===== config.mk =====
export PLATFORM = sky130hd
export DESIGN_NAME = odo_sbox6_inv_builder
export DESIGN_NICKNAME = d
export VERILOG_FILES = /design/src/rtl/odo_sbox6_inv_builder.sv
export SDC_FILE = /design/constraint.sdc
export NUM_CORES = 1
export LEC_CHECK = 0
export CORE_MARGIN = 1
export CORE_UTILIZATION = 29
export DETAILED_ROUTE_END_ITERATION = 8
export SETUP_SLACK_MARGIN = 0.02
export SLEW_MARGIN = 20
export SYNTH_ARGS = -nofsm -noshare
export SYNTH_HDL_FRONTEND = slang
export SYNTH_SLANG_ARGS = --single-unit

===== constraint.sdc =====
create_clock -name clk -period 6 [get_ports clk]
set_input_delay 1.5 -clock clk [delete_from_list [all_inputs] [get_ports clk]]
set_output_delay 1.5 -clock clk [all_outputs]
set_load 0.01 [all_outputs]

===== src/rtl/odo_sbox6_inv_builder.sv =====
// Runtime inverse builder for the 6-bit Odo small S-box: loads a forward permutation,
// sweeps it once to build and validate the inverse, then serves registered inverse lookups.
module odo_sbox6_inv_builder #(
    parameter int unsigned W = 6
) (
    input  logic         clk,
    input  logic         rst_n,
    input  logic         load_valid,
    output logic         load_ready,
    input  logic [W-1:0] load_idx,
    input  logic [W-1:0] load_val,
    input  logic         commit,
    output logic         busy,
    output logic         table_ok,
    output logic         perm_err,
    input  logic         lk_valid,
    input  logic [W-1:0] lk_in,
    output logic [W-1:0] lk_out,
    output logic         lk_out_valid
);
    localparam int unsigned DEPTH    = 1 << W;
    localparam logic [W-1:0] PTR_LAST = W'(DEPTH - 1);

    typedef enum logic [1:0] {S_IDLE, S_BUILD, S_READY, S_ERROR} state_e;

    state_e           state_q, state_d;
    logic [W-1:0]     ptr_q, ptr_d;
    logic [DEPTH-1:0] loaded_q, loaded_d;
    logic [DEPTH-1:0] seen_q, seen_d;
    logic             dup_q, dup_d;
    logic             busy_q, busy_d;
    logic             table_ok_q, table_ok_d;
    logic             perm_err_q, perm_err_d;
    logic             load_ready_q, load_ready_d;
    logic [W-1:0]     lk_out_q, lk_out_d;
    logic             lk_out_valid_q, lk_out_valid_d;

    logic [W-1:0]     fwd_mem [DEPTH];
    logic [W-1:0]     inv_mem [DEPTH];
    logic [W-1:0]     fwd_rd;
    logic             wr_en;
    logic             build_we;

    assign fwd_rd = fwd_mem[ptr_q];

    // Next-state and next-output logic
    always_comb begin
        state_d        = state_q;
        ptr_d          = ptr_q;
        loaded_d       = loaded_q;
        seen_d         = seen_q;
        dup_d          = dup_q;
        busy_d         = busy_q;
        table_ok_d     = table_ok_q;
        perm_err_d     = perm_err_q;
        build_we       = 1'b0;
        wr_en          = load_valid & load_ready_q;

        if (wr_en) begin
            loaded_d[load_idx] = 1'b1;
        end

        case (state_q)
            S_BUILD: begin
                build_we       = 1'b1;
                seen_d[fwd_rd] = 1'b1;
                if (seen_q[fwd_rd]) begin
                    dup_d = 1'b1;
                end
                if (ptr_q == PTR_LAST) begin
                    busy_d = 1'b0;
                    if (dup_q | seen_q[fwd_rd]) begin
                        state_d    = S_ERROR;
                        perm_err_d = 1'b1;
                        table_ok_d = 1'b0;
                    end else begin
                        state_d    = S_READY;
                        table_ok_d = 1'b1;
                    end
                end else begin
                    ptr_d = ptr_q + W'(1);
                end
            end
            default: begin
                // An accepted write always wins over a simultaneous commit
                if (wr_en) begin
                    state_d    = S_IDLE;
                    table_ok_d = 1'b0;
                    perm_err_d = 1'b0;
                end else if (commit) begin
                    table_ok_d = 1'b0;
                    if (!(&loaded_q)) begin
                        state_d    = S_ERROR;
                        perm_err_d = 1'b1;
                    end else begin
                        state_d    = S_BUILD;
                        perm_err_d = 1'b0;
                        busy_d     = 1'b1;
                        ptr_d      = '0;
                        seen_d     = '0;
                        dup_d      = 1'b0;
                    end
                end
            end
        endcase

        load_ready_d   = (state_d != S_BUILD);
        lk_out_valid_d = lk_valid & table_ok_q;
        lk_out_d       = lk_out_valid_d ? inv_mem[lk_in] : lk_out_q;
    end

    always_ff @(posedge clk or negedge rst_n) begin
        if (!rst_n) begin
            state_q        <= S_IDLE;
            ptr_q          <= '0;
            loaded_q       <= '0;
            seen_q         <= '0;
            dup_q          <= 1'b0;
            busy_q         <= 1'b0;
            table_ok_q     <= 1'b0;
            perm_err_q     <= 1'b0;
            load_ready_q   <= 1'b1;
            lk_out_q       <= '0;
            lk_out_valid_q <= 1'b0;
        end else begin
            state_q        <= state_d;
            ptr_q          <= ptr_d;
            loaded_q       <= loaded_d;
            seen_q         <= seen_d;
            dup_q          <= dup_d;
            busy_q         <= busy_d;
            table_ok_q     <= table_ok_d;
            perm_err_q     <= perm_err_d;
            load_ready_q   <= load_ready_d;
            lk_out_q       <= lk_out_d;
            lk_out_valid_q <= lk_out_valid_d;
        end
    end

    // Table storage carries no reset
    always_ff @(posedge clk) begin
        if (wr_en) begin
            fwd_mem[load_idx] <= load_val;
        end
        if (build_we) begin
            inv_mem[fwd_rd] <= ptr_q;
        end
    end

    assign load_ready   = load_ready_q;
    assign busy         = busy_q;
    assign table_ok     = table_ok_q;
    assign perm_err     = perm_err_q;
    assign lk_out       = lk_out_q;
    assign lk_out_valid = lk_out_valid_q;

endmodule

==> impl_results.html <==
<table>
<tr><th>Metric</th><th>Value</th></tr>
<tr><th colspan="2">STA</th></tr>
<tr><td>Setup skew after layout</td><td>about 0.02 ns</td></tr>
<tr><td>Transition time at the pin with the least slew margin</td><td>1.04 ns</td></tr>
<tr><td>Endpoints failing hold</td><td>0</td></tr>
<tr><td>Setup total negative slack</td><td>0 ns</td></tr>
<tr><td>Max-Slew Margin vs Limit</td><td>about 30%</td></tr>
<tr><td>Setup repair after global routing missed its margin</td><td>no</td></tr>
<tr><td>Achievable frequency</td><td>192 MHz</td></tr>
<tr><td>Period utilization</td><td>slightly below 90%</td></tr>
<tr><td>Final setup viols</td><td>0</td></tr>
<tr><td>Max-slew violation count</td><td>0</td></tr>
<tr><td>Crit path time final</td><td>about 5.2 ns</td></tr>
<tr><th colspan="2">Synth</th></tr>
<tr><td>EDFF count, synth</td><td>between 700 and 800</td></tr>
<tr><td>Synth Area per Inst</td><td>19.5 um^2</td></tr>
<tr><td>Flops &amp; latches, synth</td><td>around 920</td></tr>
<tr><td>Net count of the mapped netlist</td><td>about 1900</td></tr>
<tr><td>Share of synthesized flip-flops with an asynchronous set or reset</td><td>16.2%</td></tr>
<tr><td>Yosys warnings</td><td>0</td></tr>
<tr><td>Unique cell type count in the Yosys netlist</td><td>73</td></tr>
<tr><td>Register area share after synthesis</td><td>74.6%</td></tr>
<tr><td>Number of standard cells after synthesis</td><td>1843</td></tr>
<tr><td>Netlist area before placement</td><td>35900 um^2</td></tr>
<tr><td>Synth Flop Type</td><td>sky130_fd_sc_hd__edfxtp_1</td></tr>
<tr><th colspan="2">Power</th></tr>
<tr><td>Maximum VDD drop</td><td>roughly 340 uV</td></tr>
<tr><td>Cell Pwr Density</td><td>between 400 and 500 nW/um^2</td></tr>
<tr><td>Total Power</td><td>between 15 and 20 mW</td></tr>
<tr><td>Cell leakage power</td><td>~14 nW</td></tr>
<tr><th colspan="2">Critical path</th></tr>
<tr><td>Critical path data required time</td><td>around 6.5 ns</td></tr>
<tr><td>Data arrival time of the critical path</td><td>around 5.7 ns</td></tr>
<tr><td>Maximum fanout encountered on the critical timing path</td><td>35</td></tr>
<tr><td>Critical Path Start Type</td><td>flop</td></tr>
<tr><td>Element type at the critical path end</td><td>flop</td></tr>
<tr><td>Worst setup path category</td><td>reg -&gt; reg</td></tr>
<tr><th colspan="2">Routing</th></tr>
<tr><td>Vias per cell</td><td>4.89</td></tr>
<tr><td>Starting DRT DRC Count</td><td>roughly 1700</td></tr>
<tr><td>DRT antenna net count</td><td>0</td></tr>
<tr><td>Drc violations</td><td>0</td></tr>
<tr><td>Vias after detailed routing</td><td>approximately 18000</td></tr>
<tr><td>Routed wire length per instance</td><td>23.2 um</td></tr>
<tr><td>First-pass iteration count of the detailed router</td><td>5</td></tr>
<tr><td>Post-detailed-routing wire length</td><td>84000 um</td></tr>
<tr><th colspan="2">Clock tree</th></tr>
<tr><td>Hold bufs inserted after CTS</td><td>0</td></tr>
<tr><td>Clock slew at the register clock pins of the worst setup and hold paths</td><td>around 0.06 ns</td></tr>
<tr><td># H-tree levels</td><td>3</td></tr>
<tr><td>Total CTS buffers</td><td>88</td></tr>
<tr><td>TritonCTS clock tree</td><td>yes</td></tr>
<tr><td>Clk sink count</td><td>a little over 900</td></tr>
<tr><td>Cell chosen for the clock root</td><td>sky130_fd_sc_hd__clkbuf_16</td></tr>
<tr><td>Longest Clk Path Bufs</td><td>3</td></tr>
<tr><td>Insertion delay of the later-clocked pin in the worst-skew pair</td><td>between 0.6 and 0.7 ns</td></tr>
<tr><td>Count of cells resized by post-cts repair</td><td>0</td></tr>
<tr><td>Buffer count from post-CTS setup fixing</td><td>0</td></tr>
<tr><th colspan="2">Finish</th></tr>
<tr><td>Number of diodes</td><td>0</td></tr>
<tr><td>Proportion of layout cells with a drive suffix above 1</td><td>between 20% and 30%</td></tr>
<tr><td>Layout overhead on the synthesized area</td><td>14.5%</td></tr>
<tr><td>Post-route cell area</td><td>just over 40000 um^2</td></tr>
<tr><td>Highest-count cells in the layout ignoring fill and taps</td><td>sky130_fd_sc_hd__edfxtp_1 (768), sky130_fd_sc_hd__mux4_2 (204), sky130_fd_sc_hd__nor2_1 (151)</td></tr>
<tr><td>Number of filler cells placed in the layout</td><td>approximately 11000</td></tr>
<tr><td>Most common cell after layout, fill and taps aside</td><td>sky130_fd_sc_hd__edfxtp_1</td></tr>
<tr><td>Number of nets in the final layout</td><td>1948</td></tr>
<tr><th colspan="2">Place</th></tr>
<tr><td>GP Congestion</td><td>0.810</td></tr>
<tr><td>Placed wire-length estimate after detailed placement</td><td>~54000 um</td></tr>
<tr><td>Port Buf Inserts</td><td>33</td></tr>
<tr><td>Instance area after placement</td><td>about 38000 um^2</td></tr>
<tr><th colspan="2">Floorplan</th></tr>
<tr><td>Core ar.</td><td>approximately 120000 um^2</td></tr>
<tr><td>Die height</td><td>354 um</td></tr>
<tr><td>Die X</td><td>354 um</td></tr>
<tr><td>Starting utilization of the core area</td><td>29.3%</td></tr>
<tr><td>IO Count</td><td>34</td></tr>
<tr><td># rows</td><td>approximately 130</td></tr>
<tr><td>Die outline area</td><td>between 100000 and 150000 um^2</td></tr>
<tr><th colspan="2">GRT</th></tr>
<tr><td>Wire length of the first global-routing pass</td><td>around 130000 um</td></tr>
<tr><td>Overflow left after global routing</td><td>0</td></tr>
<tr><td>Maximum number of pins on one net before global-route repair</td><td>69</td></tr>
<tr><td>Initial antenna violation count</td><td>4</td></tr>
<tr><td>Global routing usage summed across all routing layers</td><td>a little over an eighth</td></tr>
<tr><td>Number of global-route vias before repair</td><td>around 19000</td></tr>
<tr><th colspan="2">Outcome</th></tr>
<tr><td>Status</td><td>complete, no violations</td></tr>
<tr><th colspan="2">Hold path</th></tr>
<tr><td>Hold crit path type</td><td>reg -&gt; reg</td></tr>
<tr><th colspan="2">Job</th></tr>
<tr><td>MaxCap Viol Count</td><td>0</td></tr>
</table>
-- per-layer routing --
metal  GRT usage [%]  up-vias  routed length [um]
li1                -     7567                   -
met1            18.2     9413               36200
met2            21.2      610               39600
met3            3.75      124                6560
met4            3.13        2                1570
met5               0        -                  12
-- critical path, cell delays in order, from the launching register on --
cell	delay, ns
sky130_fd_sc_hd__dfrtp_4	0.89
sky130_fd_sc_hd__buf_4	0.46
sky130_fd_sc_hd__buf_4	0.28
sky130_fd_sc_hd__mux4_2	0.53
sky130_fd_sc_hd__a22oi_1	0.19
sky130_fd_sc_hd__a21oi_1	0.12
sky130_fd_sc_hd__nor4_2	0.79
sky130_fd_sc_hd__or2_1	0.21
sky130_fd_sc_hd__or2_1	0.30
sky130_fd_sc_hd__a21oi_1	0.08
sky130_fd_sc_hd__o2bb2ai_1	0.16
sky130_fd_sc_hd__a2111oi_2	0.41
sky130_fd_sc_hd__nand4_1	0.26
sky130_fd_sc_hd__a221o_1	0.36
-- stage by stage --
| step | utilization, % | std cells | setup slack, ns | hold WS [ns] |
|---|---|---|---|---|
| floorplan | - | 1843 | 1.48 | 0.439 |
| global placement | 31.2 | 3459 | 0.799 | 0.450 |
| detailed placement | 31.2 | 3459 | 0.761 | 0.454 |
| CTS | 33.6 | 3622 | 0.740 | 0.469 |
| global route | 33.6 | 3622 | 0.445 | 0.481 |
| finish | 33.6 | 3622 | 0.798 | 0.465 |
-- layout make-up --
cell class | instances | area (um^2) | share of cell area (%)
repair buffers | 84 | 728 | 1.77
multi-input cells | 827 | 8590 | 20.9
inverters | 7 | 26.3 | 0.0639
clock inverters | 50 | 573 | 1.39
clock buffers | 113 | 2380 | 5.78
flip-flops and latches | 916 | 26800 | 65.1
well taps | 1625 | 2030 | 4.95
-- report_power, final --
group	leakage, nW	total, mW	switching (mW)	internal (mW)
clock	1.46	5.67	2.38	3.29
sequential	8.82	8.49	0.553	7.94
combinational	3.64	4.81	2.95	1.85
-- cell families (layout without fill, tap and decap cells) --
logic type / after synthesis / after routing / share of synthesized area (%)
simple gates: 361 / 361 / 4.96
xor+xnor: 4 / 4 / 0.0976
flops: 916 / 916 / 74.6
buf+inv: 100 / 254 / 1.52
fa+ha+maj: 1 / 1 / 0.0348
compound gates: 175 / 175 / 3.64
mux: 286 / 286 / 15.2
-- cells in the mapped netlist, types with 6 or more instances --
| library cell | number | share of area, % |
|---|---|---|
| sky130_fd_sc_hd__nor3_1 | 9 | 0.13 |
| sky130_fd_sc_hd__buf_4 | 7 | 0.15 |
| sky130_fd_sc_hd__a21oi_1 | 17 | 0.24 |
| sky130_fd_sc_hd__and2_1 | 10 | 0.17 |
| sky130_fd_sc_hd__a21o_1 | 64 | 1.3 |
| sky130_fd_sc_hd__or2_2 | 67 | 1.2 |
| sky130_fd_sc_hd__nand2b_1 | 10 | 0.17 |
| sky130_fd_sc_hd__nor2_1 | 151 | 1.6 |
| sky130_fd_sc_hd__edfxtp_1 | 768 | 64 |
| sky130_fd_sc_hd__o22ai_1 | 8 | 0.14 |
| sky130_fd_sc_hd__o21ai_0 | 11 | 0.15 |
| sky130_fd_sc_hd__inv_1 | 6 | 0.063 |
| sky130_fd_sc_hd__nor2b_1 | 16 | 0.28 |
| sky130_fd_sc_hd__buf_2 | 14 | 0.20 |
| sky130_fd_sc_hd__a22oi_1 | 24 | 0.50 |
| sky130_fd_sc_hd__mux2_2 | 10 | 0.31 |
| sky130_fd_sc_hd__clkbuf_1 | 51 | 0.53 |
| sky130_fd_sc_hd__mux2i_1 | 68 | 1.9 |
| sky130_fd_sc_hd__nand3_1 | 11 | 0.15 |
| sky130_fd_sc_hd__buf_6 | 8 | 0.25 |
| sky130_fd_sc_hd__nand4_1 | 20 | 0.35 |
| sky130_fd_sc_hd__dfrtp_1 | 147 | 10 |
| sky130_fd_sc_hd__nand2_1 | 42 | 0.44 |
| sky130_fd_sc_hd__mux4_2 | 204 | 13 |
| sky130_fd_sc_hd__buf_1 | 9 | 0.094 |
-- sequential cells by signal (all words and copies together), names as in the netlist --
name          flops
fwd_mem         384
inv_mem         384
loaded_q         64
seen_q           64
lk_out            6
ptr_q             6
state_q           2
busy              1
dup_q             1
lk_out_valid      1
load_ready        1
perm_err          1
table_ok          1
-- worst paths after layout --
path | startpoint | end | slack [ns] | cells after the start
max | ptr_q[0] | perm_err | 0.80 | 13
min | loaded_q[5] | loaded_q[5] | 0.47 | 1
max reg2reg | ptr_q[0] | perm_err | 0.80 | 13
min reg2reg | loaded_q[5] | loaded_q[5] | 0.47 | 1
max in group asynchronous | rst_n | seen_q[30] | 3.88 | 2
min in group asynchronous | rst_n | loaded_q[58] | 0.79 | 1
(Power assumes the default switching activity.)
